$ cat config.mk
export PLATFORM = sky130hd
export DESIGN_NAME = ctrl_sequencer
export DESIGN_NICKNAME = d
export VERILOG_FILES = /design/src/rtl/ctrl_sequencer.sv
export SDC_FILE = /design/constraint.sdc
export NUM_CORES = 1
export LEC_CHECK = 0
export ABC_AREA = 1
export BUFFER_PORTS_ARGS = -buffer_cell sky130_fd_sc_hd__clkbuf_2
export CAP_MARGIN = 15
export CORE_ASPECT_RATIO = 0.5
export CORE_MARGIN = 2
export CORE_UTILIZATION = 32
export DETAILED_ROUTE_END_ITERATION = 10
export GPL_ROUTABILITY_DRIVEN = 0
export PLACE_DENSITY = 0.85
export SYNTH_ARGS = -nofsm -noshare
export SYNTH_HDL_FRONTEND = slang
export SYNTH_SLANG_ARGS = --single-unit
$ cat constraint.sdc
create_clock -name clock -period 1.3 [get_ports clock]
set_input_delay 0.13 -clock clock [delete_from_list [all_inputs] [get_ports clock]]
set_output_delay 0.13 -clock clock [all_outputs]
set_load 0.01 [all_outputs]
$ cat src/rtl/ctrl_sequencer.sv
// Hardwired control sequencer: fetch (T0-T3), decode (T4), execute (T5-T7).
// Define MULDIV_EN to add the MUL (15) and DIV (16) execute sequences.
module ctrl_sequencer (
  input  logic        clock,
  input  logic        clear,
  input  logic        run,
  input  logic [31:0] IR,
  input  logic        mem_ready,
  output logic [15:0] Rin,
  output logic [15:0] Rout,
  output logic        PCin,
  output logic        PCout,
  output logic        MARin,
  output logic        MDRin,
  output logic        MDRout,
  output logic        IRin,
  output logic        Yin,
  output logic        Zlowin,
  output logic        Zhighin,
  output logic        Zlowout,
  output logic        Zhighout,
  output logic        HIin,
  output logic        LOin,
  output logic        IncPC,
  output logic        Read,
  output logic [3:0]  ALUop,
  output logic        ALU_MUL,
  output logic        ALU_DIV,
  output logic        halted,
  output logic [3:0]  state
);

  typedef enum logic [3:0] {
    S_IDLE = 4'd0,
    S_T0   = 4'd1,
    S_T1   = 4'd2,
    S_T2   = 4'd3,
    S_T3   = 4'd4,
    S_T4   = 4'd5,
    S_T5   = 4'd6,
    S_T6   = 4'd7,
    S_T7   = 4'd8,
    S_HALT = 4'd9
  } state_t;

  localparam logic [4:0] OP_NOP = 5'd26;

  state_t     cur;
  logic [4:0] opcode;
  logic [3:0] ra, rb, rc;
  logic       is_alu;
  logic       is_md;
  logic       is_mul;
  logic       unused_ir;

  assign opcode    = IR[31:27];
  assign ra        = IR[26:23];
  assign rb        = IR[22:19];
  assign rc        = IR[18:15];
  assign unused_ir = ^IR[14:0];
  assign is_alu    = (opcode <= 5'd8);
  assign is_mul    = (opcode == 5'd15);
`ifdef MULDIV_EN
  assign is_md     = is_mul || (opcode == 5'd16);
`else
  assign is_md     = 1'b0;
`endif

  assign state  = cur;
  assign halted = (cur == S_HALT);

  always_ff @(posedge clock) begin
    if (clear) begin
      cur <= S_IDLE;
    end else begin
      case (cur)
        S_IDLE: cur <= run ? S_T0 : S_IDLE;
        S_T0:   cur <= S_T1;
        S_T1:   cur <= S_T2;
        S_T2:   cur <= mem_ready ? S_T3 : S_T2;
        S_T3:   cur <= S_T4;
        S_T4: begin
          if (is_alu || is_md)
            cur <= S_T5;
          else if (opcode == OP_NOP)
            cur <= run ? S_T0 : S_IDLE;
          else
            cur <= S_HALT;
        end
        S_T5:   cur <= S_T6;
        S_T6: begin
          if (is_md)
            cur <= S_T7;
          else
            cur <= run ? S_T0 : S_IDLE;
        end
        S_T7:   cur <= run ? S_T0 : S_IDLE;
        S_HALT: cur <= S_HALT;
        default: cur <= S_IDLE;
      endcase
    end
  end

  // Moore decode: strobes depend on state and the latched IR only
  always_comb begin
    Rin      = 16'h0000;
    Rout     = 16'h0000;
    PCin     = 1'b0;
    PCout    = 1'b0;
    MARin    = 1'b0;
    MDRin    = 1'b0;
    MDRout   = 1'b0;
    IRin     = 1'b0;
    Yin      = 1'b0;
    Zlowin   = 1'b0;
    Zhighin  = 1'b0;
    Zlowout  = 1'b0;
    Zhighout = 1'b0;
    HIin     = 1'b0;
    LOin     = 1'b0;
    IncPC    = 1'b0;
    Read     = 1'b0;
    ALUop    = 4'h0;
    ALU_MUL  = 1'b0;
    ALU_DIV  = 1'b0;
    case (cur)
      S_T0: begin
        PCout  = 1'b1;
        MARin  = 1'b1;
        IncPC  = 1'b1;
        Zlowin = 1'b1;
      end
      S_T1: begin
        Zlowout = 1'b1;
        PCin    = 1'b1;
      end
      S_T2: begin
        Read  = 1'b1;
        MDRin = 1'b1;
      end
      S_T3: begin
        MDRout = 1'b1;
        IRin   = 1'b1;
      end
      S_T4: begin
        if (is_alu) begin
          Rout = 16'h0001 << rb;
          Yin  = 1'b1;
        end
`ifdef MULDIV_EN
        else if (is_md) begin
          Rout = 16'h0001 << ra;
          Yin  = 1'b1;
        end
`endif
      end
      S_T5: begin
        if (is_alu) begin
          Rout   = 16'h0001 << rc;
          Zlowin = 1'b1;
          ALUop  = opcode[3:0];
        end
`ifdef MULDIV_EN
        else if (is_md) begin
          Rout    = 16'h0001 << rb;
          ALU_MUL = is_mul;
          ALU_DIV = !is_mul;
          Zlowin  = 1'b1;
          Zhighin = 1'b1;
        end
`endif
      end
      S_T6: begin
        if (is_alu) begin
          Zlowout = 1'b1;
          Rin     = 16'h0001 << ra;
        end
`ifdef MULDIV_EN
        else if (is_md) begin
          Zlowout = 1'b1;
          LOin    = 1'b1;
        end
`endif
      end
      S_T7: begin
`ifdef MULDIV_EN
        Zhighout = 1'b1;
        HIin     = 1'b1;
`endif
      end
      default: ;
    endcase
  end

endmodule

* Word-level counts from Yosys, hierarchy flattened
Index checks and enable logic that the tools add are counted.
** Storage, ports and cells
- ROM bits :: 0
- Logic and storage cells :: 37
- Latch bits :: 0
- Register bits :: 4
- Output and inout bits :: 58
- Memories :: 0
- Bits in writable memories :: 0
** Operators by class
- Magnitude comparators :: 1
- Mux-type cells :: 20
- Equality and inequality tests :: 10
- Bitwise logic cells :: 0
- Add/sub/neg operators :: 0
- Div/mod/pow operators :: 0
- Multipliers :: 0
- Shifts and indexed selects :: 3
- Reduce and logical (&&, ||, !) cells :: 2
** Operators by type and width (number)
- $mux 16 :: 4
- $shl 1x4->16 const A :: 3
- $pmux 16 s2 :: 1
- $pmux 4 s8 :: 1
- $eq 4x3->1 const B :: 4
- $mux 4 :: 4
- $eq 4x2->1 const B :: 2
- $eq 4x4->1 const B :: 2
- $mux 1 :: 7
- $eq 5x5->1 const B :: 1
- $le 5x4->1 const B :: 1
- $eq 4x1->1 const B :: 1
- $logic_not 4->1 :: 1
- $pmux 1 s2 :: 2
- $mux 3 :: 1
- $reduce_or 3->1 :: 1

* Longest topological paths before layout
Gate-level depths: netlist (run 1).
- Depth in word-level cells :: 4
- Mapped depth :: 8
- Gate-level depth less buffers :: 8

* Worst setup path before layout (run 1)
Ideal clock, no wire load.
- Path type :: register -> output
- Start :: register cur[1] (netlist: state[1])
- End :: output port Rout[10]
- Path slack :: -0.188 ns
- Stages on the path, launching flop included :: 7
- Arrival time :: 1.358 ns
- Cells stage by stage :: dfxtp_1 nand2_1 nor2_1 nand3_1 inv_2 nand2_1 o21ai_0
** Between the ends
- Word-level cells in the longest chain between the ends :: 2
- Elaborated cells on any way between the ends :: 3
- Those cells by class :: 2 x eq/ne; 1 x mux
** RTL lines
- start: declaration :: RTL line 48 : state_t cur;
- start signal: assignment :: RTL line 77 : S_IDLE: cur <= run ? S_T0 : S_IDLE;
- start signal: assignment :: RTL line 80 : S_T2: cur <= mem_ready ? S_T3 : S_T2;
- start signal: assignment :: RTL line 86 : cur <= run ? S_T0 : S_IDLE;
- $eq 4x3->1 :: RTL line 126 : case (cur)
- $pmux 16 s2 (*) :: RTL line 126
- end: declaration :: RTL line 10 : output logic [15:0] Rout,
Every way passes the cells marked *; elsewhere a longest branch is shown, timed or not.

* Worst setup path in the final report (run 1)
- Start :: register cur[2] (netlist: state[2])
- End :: output port Rin[0]
** Between the ends
- Word-level cells in the longest chain between the ends :: 2
** RTL lines
- $eq 4x3->1 :: RTL line 126
- $mux 16 :: RTL line 126
- end: declaration :: RTL line 9 : output logic [15:0] Rin,
Every way passes these cells.

==> results of run 1 <==
==> Yosys cell counts <==
| cell | n | area share, % |
|---|---|---|
| conb_1 | 1 | 0.41 |
| o21ai_2 | 1 | 0.97 |
| dfxtp_1 | 4 | 8.8 |
| nand4_1 | 3 | 2.1 |
| a21oi_1 | 1 | 0.55 |
| o21ai_1 | 1 | 0.55 |
| or2_1 | 1 | 0.69 |
| nand2_1 | 29 | 12 |
| inv_2 | 1 | 0.41 |
| buf_4 | 10 | 8.3 |
| buf_6 | 1 | 1.2 |
| nand3_1 | 23 | 13 |
| nand3_2 | 1 | 1.1 |
| inv_1 | 32 | 13 |
| o21ai_0 | 16 | 8.8 |
| clkbuf_1 | 1 | 0.41 |
| nor3_1 | 7 | 3.9 |
| a31oi_1 | 1 | 0.69 |
| nand2_2 | 2 | 1.4 |
| nor2_2 | 2 | 1.4 |
| nor2_4 | 2 | 2.5 |
| a21oi_2 | 1 | 0.97 |
| o21bai_1 | 1 | 0.83 |
| nor2_1 | 39 | 16 |
==> how the worst max path moves through the flow <==
stage / endpoint / depth (start not counted)
2_1_floorplan: Rout[10] / 7
3_3_place_gp: Rin[0] / 9
3_5_place_dp: Rin[0] / 9
4_1_cts: Rin[0] / 9
5_1_grt: Rin[5] / 8
6_report: Rin[0] / 8
==> per-stage QoR <==
step / utilization [%] / TNS (ns)
4_1_cts: 64.1 / -11.57
6_report: 72.2 / -11.14
2_1_floorplan: - / -0.00885
5_1_grt: 72.2 / -13.84
3_5_place_dp: 58.8 / -2.82
3_3_place_gp: 58.8 / -2.38
==> final cells by class <==
type / count / share of cell area (%)
Multi-Input combinational cell: 137 / 49.4
Timing Repair Buffer: 94 / 33.5
Sequential cell: 4 / 4.97
Clock buffer: 4 / 2.35
Inverter: 33 / 7.39
Tap cell: 37 / 2.42
==> where the power goes <==
| part | internal, uW | switching [uW] | total (uW) | leakage (uW) |
|---|---|---|---|---|
| logic | 187 | 281 | 468 | 0.000884 |
| clock network | 212 | 91.6 | 303 | 0.0000228 |
| registers | 138 | 29.0 | 167 | 0.0000356 |
==> metal layers <==
metal,vias up,global-route usage [%],wire length [um]
li1,740,-,-
met1,700,22.0,1560
met2,69,37.8,2290
met3,12,5.22,280
met4,0,11.0,112
met5,-,0,0
==> kinds of logic (layout without fill, tap and decap cells) <==
logic type	after synthesis	after routing	share of synthesized area [%]
AOI/OAI and AO/OA	22	22	13.4
buffers and inverters	45	131	23.6
DFF	4	4	8.83
other	1	6	0.413
and+or+nand+nor	109	109	53.8
==> timing repair <==
item,CTS,global route
setup endpoints to repair,48,49
resized for setup,23,104
cloned,0,0
setup buffers,4,5
pin swaps,7,9
==> run metrics, run 1 <==
number of I/O port buffers=72; CP peak stage delay=0.38 ns; power after layout=938 uW; clk buf depth=2; Synth Register Bits=4; max-slew violations=0; num ports=94; antenna-violating nets left=0; Via Count=1,521; Crit Reg-Reg Startpoint=state[1]; Startpoint Class=register; routed length per instance=13.7 um; vias in the first global route=1,229; initial core utilization=34.2%; Cell Area, Placed=0.00156 mm^2; critical path launch point=state[2]; status=finished with violations; endpoints failing setup=46; worst setup margin=-0.349 ns; # rows=13; Worst Hold Class=in2reg; number of fill cells=202; LEAKAGE=0.000942 uW; highest-delay cell along the critical path=dfxtp_4; Inst Count DP=303; number of library cell types mapped by synthesis=24; pwr dens=490 mW/mm^2; drc violations=0; nets=309; Hold Path Depth=2; Max H-tree Level=1; R2R depth=7; area occupied by multi-input gates=946 um^2; crit path cell chain=inv_4, nor2_4, nand2_2, nor2_4, inv_2, or2_4, nor2_4, buf_6; failing checks=negative setup slack; worst hold endpoint=state[0]; WHS=0.0956 ns; Skew-Pair Late Insertion Delay=0.24 ns; most frequent cells in the layout=buf_2 (30), clkbuf_2 (26), nand3_1 (22), inv_1 (21); Routed WL=4.24 mm; part of the cycle the worst path needs=127%; CP top delay family=simple AND/OR/NAND/NOR gates; DRT Pass-1 Iters=4; Crit Path Category=reg2out; Iteration-0 DRC Markers=96; hold wc startpoint=clear; CP Max Fanout=8; half-perimeter wire length after placement=2.77 mm; worst r2r dst=state[2]; first-pass GRT wire length=5.31 mm; Post-CTS Hold Fix Bufs=0; CTS buffer count=3; CP bufs+invs=3; Fmax=606 MHz; via/cell ratio=4.92; flop-to-flop setup slack=-0.15 ns; Worst IR Drop VDD=209 uV; max_cap viols=0; final hold violations=0; core area=0.00265 mm^2; pin count of the biggest net entering global routing=9; Final Skew=0.0117 ns; CTS tree=yes; clk root buf=clkbuf_8; Post-Syn Instances=181; Syn. warnings=0; Crit. End Element=output port; crit-path most repeated cell=nor2_4; Non-Filler Instances=309; Area Overhead vs Synth=111%; layout cells sized above 1=63.2%; Total Routing Usage GR=20.7%; clock sinks=4; initial antenna violation count=0; Die Y=41.7 um; RSZ-0062 raised after global routing=true; Die Area=0.00330 mm^2; width of the die=79.3 um; Post-Syn Area=907 um^2; register area=95.1 um^2; Final Cell Area=0.00191 mm^2; Ant. Diodes=0; critical path arrival=1.52 ns; sequential share of the synthesized area=8.83%; Mapped Avg Cell Area=5.01 um^2; CP required=1.17 ns; pre-CTS setup slack=-0.161 ns; most common cell after layout, fill and taps aside=buf_2; clock slew at reported path FFs=0.04 ns; number of flip-flops in the largest register=4; Final min period=1.65 ns; total congestion overflow=0
No activity file was read; power rests on OpenSTA's default activity.
==> run 2: changes to the inputs <==
--- a/config.mk
+++ b/config.mk
@@ -10,5 +10,5 @@
 export CAP_MARGIN = 15
 export CORE_ASPECT_RATIO = 0.5
-export CORE_MARGIN = 2
+export CORE_MARGIN = 3
 export CORE_UTILIZATION = 32
 export DETAILED_ROUTE_END_ITERATION = 10
==> constraint.sdc (replaced) <==
create_clock -name clock -period 1.3 [get_ports clock]
set_input_delay 0 -clock clock [delete_from_list [all_inputs] [get_ports clock]]
set_output_delay 0 -clock clock [all_outputs]
set_load 0.01 [all_outputs]
==> run metrics, run 2 (synthesis results as in run 1) <==
pin count of the biggest net entering global routing=9; highest-delay cell along the critical path=dfxtp_4; half-perimeter wire length after placement=2.72 mm; max_cap viols=0; clock share of power=31.1%; Worst Hold Class=in2reg; CP top delay family=buffers and inverters; status=finished with violations; number of fill cells=208; Startpoint Class=register; max-slew violations=0; Area Overhead vs Synth=97.0%; width of the die=81.3 um; Max H-tree Level=1; share of power burned in registers=19.8%; CTS tree=yes; clock slew at reported path FFs=0.03 ns; clk buf depth=2; core area=0.00245 mm^2; Crit. End Element=output port; Die Y=43.7 um; Util after Layout=73.0%; internal cell power=492 uW; CP peak stage delay=0.36 ns; via/cell ratio=4.99; failing checks=negative setup slack; clk root buf=clkbuf_8; num ports=94; initial core utilization=37.1%; Total Routing Usage GR=21.0%; antenna-violating nets left=0; worst setup margin=-0.254 ns; LEAKAGE=0.000955 uW; nets=313; Psw=362 uW; CP Max Fanout=5; critical path arrival=1.55 ns; layout cells sized above 1=59.3%; number of I/O port buffers=72; CP bufs+invs=4; Fmax=643 MHz; crit path cell chain=inv_2, nand2_2, nor2_4, nand3_4, inv_6, buf_6, nand3_1, o21ai_2, buf_2; Crit Path Category=reg2out; endpoints failing setup=41; RSZ-0062 raised after global routing=true; routed length per instance=13.4 um; first-pass GRT wire length=5.95 mm; Cell Area, Placed=0.00134 mm^2; part of the cycle the worst path needs=120%; Final Cell Area=0.00179 mm^2; Die Area=0.00355 mm^2; initial antenna violation count=0; most common cell after layout, fill and taps aside=clkbuf_2; final hold violations=0; Ant. Diodes=0; Iteration-0 DRC Markers=138; clock sinks=4; total congestion overflow=0; Final min period=1.55 ns; DRT Pass-1 Iters=4; # rows=12; Final Skew=0.00149 ns; CTS buffer count=3; Switching Share=42.4%; Skew-Pair Late Insertion Delay=0.22 ns; number of flip-flops in the largest register=4; Worst IR Drop VDD=243 uV; Routed WL=4.15 mm; pwr dens=478 mW/mm^2; drc violations=0; vias in the first global route=1,432; CP required=1.30 ns; most frequent cells in the layout=clkbuf_2 (35), buf_2 (32), inv_1 (23), nor2_1 (22); combinational power share=49.0%; Via Count=1,546
==> run 2: cell type report <==
class	instances	area [um^2]	area share [%]
inverters	33	139	7.77
clock buffers	3	41.3	2.31
well taps	35	43.8	2.45
repair buffers	98	608	34.0
multi-input cells	137	860	48.1
flip-flops and latches	4	95.1	5.32
==> run 2: worst paths after layout <==
check                               start        to  slack, ns  cells after the start
worst max register to register   state[0]  state[0]      -0.15                     12
worst max-delay path             state[0]   Rout[0]      -0.25                      9
worst min register to register   state[3]  state[3]       0.64                      4
worst min-delay path            mem_ready  state[2]       0.08                      3
==> run 2: what timing repair did <==
| action | 4_1_cts | 5_1_grt |
|---|---|---|
| hold endpoints to repair | 3 | 0 |
| pin swaps | 12 | 15 |
| setup buffers | 10 | 4 |
| gates resized for setup | 62 | 77 |
| setup endpoints to repair | 41 | 44 |
| hold buffers | 1 | 0 |
==> run 2: power groups by stage <==
stage	Sequential [uW]	Combinational, uW	Clock [uW]
after floorplan	159	201	0
after global placement	154	313	0
after detailed placement	157	321	0
after CTS	158	365	263
after global routing	173	459	276
final	169	418	266
==> run 2: worst register-to-register path, delay by kind of cell, from the launching register on <==
family,cells,cell delay [ns]
simple gates,7,0.47
buf+inv,5,0.50
flops,1,0.39
==> run 2: stage by stage <==
stage / total power, uW / setup TNS [ns] / instances / hold slack (ns) / worst slack (ns)
floorplan: 360 / -0.142 / 186 / 0.0691 / -0.0186
global placement: 467 / -0.183 / 294 / 0.207 / -0.0465
detailed placement: 478 / -1.69 / 294 / 0.212 / -0.105
CTS: 787 / -4.01 / 307 / 0.0710 / -0.163
global route: 908 / -8.39 / 310 / 0.0958 / -0.320
finish: 853 / -5.31 / 310 / 0.0784 / -0.254
==> run 2: layer usage <==
layer	track usage [%]	share of wire, %	vias to the layer above
met1	21.5	35	682
li1	-	-	756
met2	40.3	53	93
met4	13.1	3.0	0
met5	0	0	-
met3	3.11	9.0	15
==> run 3: changes to the inputs <==
CORE_UTILIZATION = 33   (was 32)
CTS_BUF_LIST = sky130_fd_sc_hd__clkbuf_8   (was default)
PLACE_DENSITY = 0.87   (was 0.85)
==> run metrics, run 3 (synthesis results as in run 1) <==
Ant. Diodes=0; share of power burned in registers=20.1%; Fmax=666 MHz; Final min period=1.50 ns; combinational power share=46.6%; Startpoint Class=register; most common cell after layout, fill and taps aside=clkbuf_2; Crit. End Element=output port; CTS buffer count=3; num ports=94; Crit Reg-Reg Startpoint=state[2]; drc violations=0; status=finished with violations; CP Max Fanout=6; Worst IR Drop VDD=257 uV; max_cap viols=0; nets=309; clk root buf=clkbuf_8; antenna-violating nets left=0; Psw=332 uW; Skew-Pair Late Insertion Delay=0.22 ns; power after layout=809 uW; via/cell ratio=4.89; number of flip-flops in the largest register=4; Routed WL=3.62 mm; Area Overhead vs Synth=83.4%; failing checks=negative setup slack; core area=0.00240 mm^2; Final Skew=0.00233 ns; pwr dens=486 mW/mm^2; Total Routing Usage GR=20.2%; first-pass GRT wire length=5.58 mm; Crit Path Category=reg2out; critical path arrival=1.50 ns; CTS tree=yes; half-perimeter wire length after placement=2.70 mm; worst setup margin=-0.200 ns; routed length per instance=11.8 um; Util after Layout=69.3%; number of I/O port buffers=72; clock slew at reported path FFs=0.03 ns; most frequent cells in the layout=clkbuf_2 (40), buf_2 (30), nor2_1 (28), inv_1 (23), nand2_1 (21); LEAKAGE=0.000912 uW; hold wc startpoint=mem_ready; pin count of the biggest net entering global routing=9; CP required=1.30 ns; total congestion overflow=0; clock sinks=4; final hold violations=0; Iteration-0 DRC Markers=58; Inst Count DP=294; part of the cycle the worst path needs=115%; layout cells sized above 1=56.5%; initial core utilization=37.8%; max-slew violations=0; DRT Pass-1 Iters=4; initial antenna violation count=0; critical path launch point=state[1]; clock share of power=33.3%; Die Y=43.1 um; Die Area=0.00345 mm^2; endpoints failing setup=38; Worst Hold Class=in2reg; width of the die=80.1 um; clk buf depth=2; RSZ-0062 raised after global routing=true; Non-Filler Instances=306; Switching Share=41.0%; vias in the first global route=1,354; internal cell power=477 uW; # rows=12; Via Count=1,496; Max H-tree Level=1
[run 3: changes by cell type in the layout (fill, tap and decap cells not counted), sizes merged]
cell and change:
buf -9, clkbuf +5
[run 3: final timing paths]
| path | endpoint | slack, ns | cells after the start |
|---|---|---|---|
| max reg2reg | state[0] | -0.12 | 12 |
| min | state[2] | 0.06 | 3 |
| min reg2reg | state[1] | 0.72 | 4 |
| max | Rout[6] | -0.20 | 8 |
[run 3: area by class of cell]
cell class / instances / area (um^2)
sequential: 4 / 95.1
fill: 199 / 738
inverter: 33 / 131
clock buffer: 3 / 41.3
multi-input combinational: 137 / 808
tap: 35 / 43.8
timing repair buffer: 94 / 544
[run 3: through the flow]
step,setup TNS [ns],worst slack [ns],instance area (um^2),hold slack (ns)
finish,-4.34,-0.200,1660,0.0648
global route,-7.86,-0.294,1660,0.0816
CTS,-4.24,-0.167,1520,0.0651
detailed placement,-0.800,-0.0673,1340,0.211
global placement,-0.246,-0.0327,1340,0.207
floorplan,-0.142,-0.0186,927,0.0691
[run 3: power groups by stage]
stage | clock [uW] | combinational [uW] | sequential [uW]
finish | 270 | 377 | 163
global route | 286 | 417 | 167
CTS | 273 | 342 | 158
detailed placement | 0 | 319 | 155
global placement | 0 | 313 | 154
floorplan | 0 | 201 | 159
[run 3: worst max-delay path, stage by stage (launching register included)]
cell	delay, ns
dfxtp_4	0.36
inv_4	0.06
nand2_4	0.06
nor2_4	0.14
nand3_4	0.11
nor2_4	0.17
inv_2	0.08
o21ai_2	0.15
buf_2	0.15
[run 3: timing repair]
action,CTS,global route
resized for setup,39,71
setup endpoints to repair,40,49
endpoints found under the hold margin,3,0
hold buffers,1,0
pin swaps,7,13
gates cloned,0,0
buffers inserted,6,2
[run 3: per-layer routing]
metal / vias to the layer above / global-route usage, % / routed length [um]
met1: 680 / 21.2 / 1310
met3: 4 / 4.24 / 330
met4: 0 / 8.42 / 40
li1: 740 / - / -
met2: 72 / 39.0 / 1940
met5: - / 0 / 0
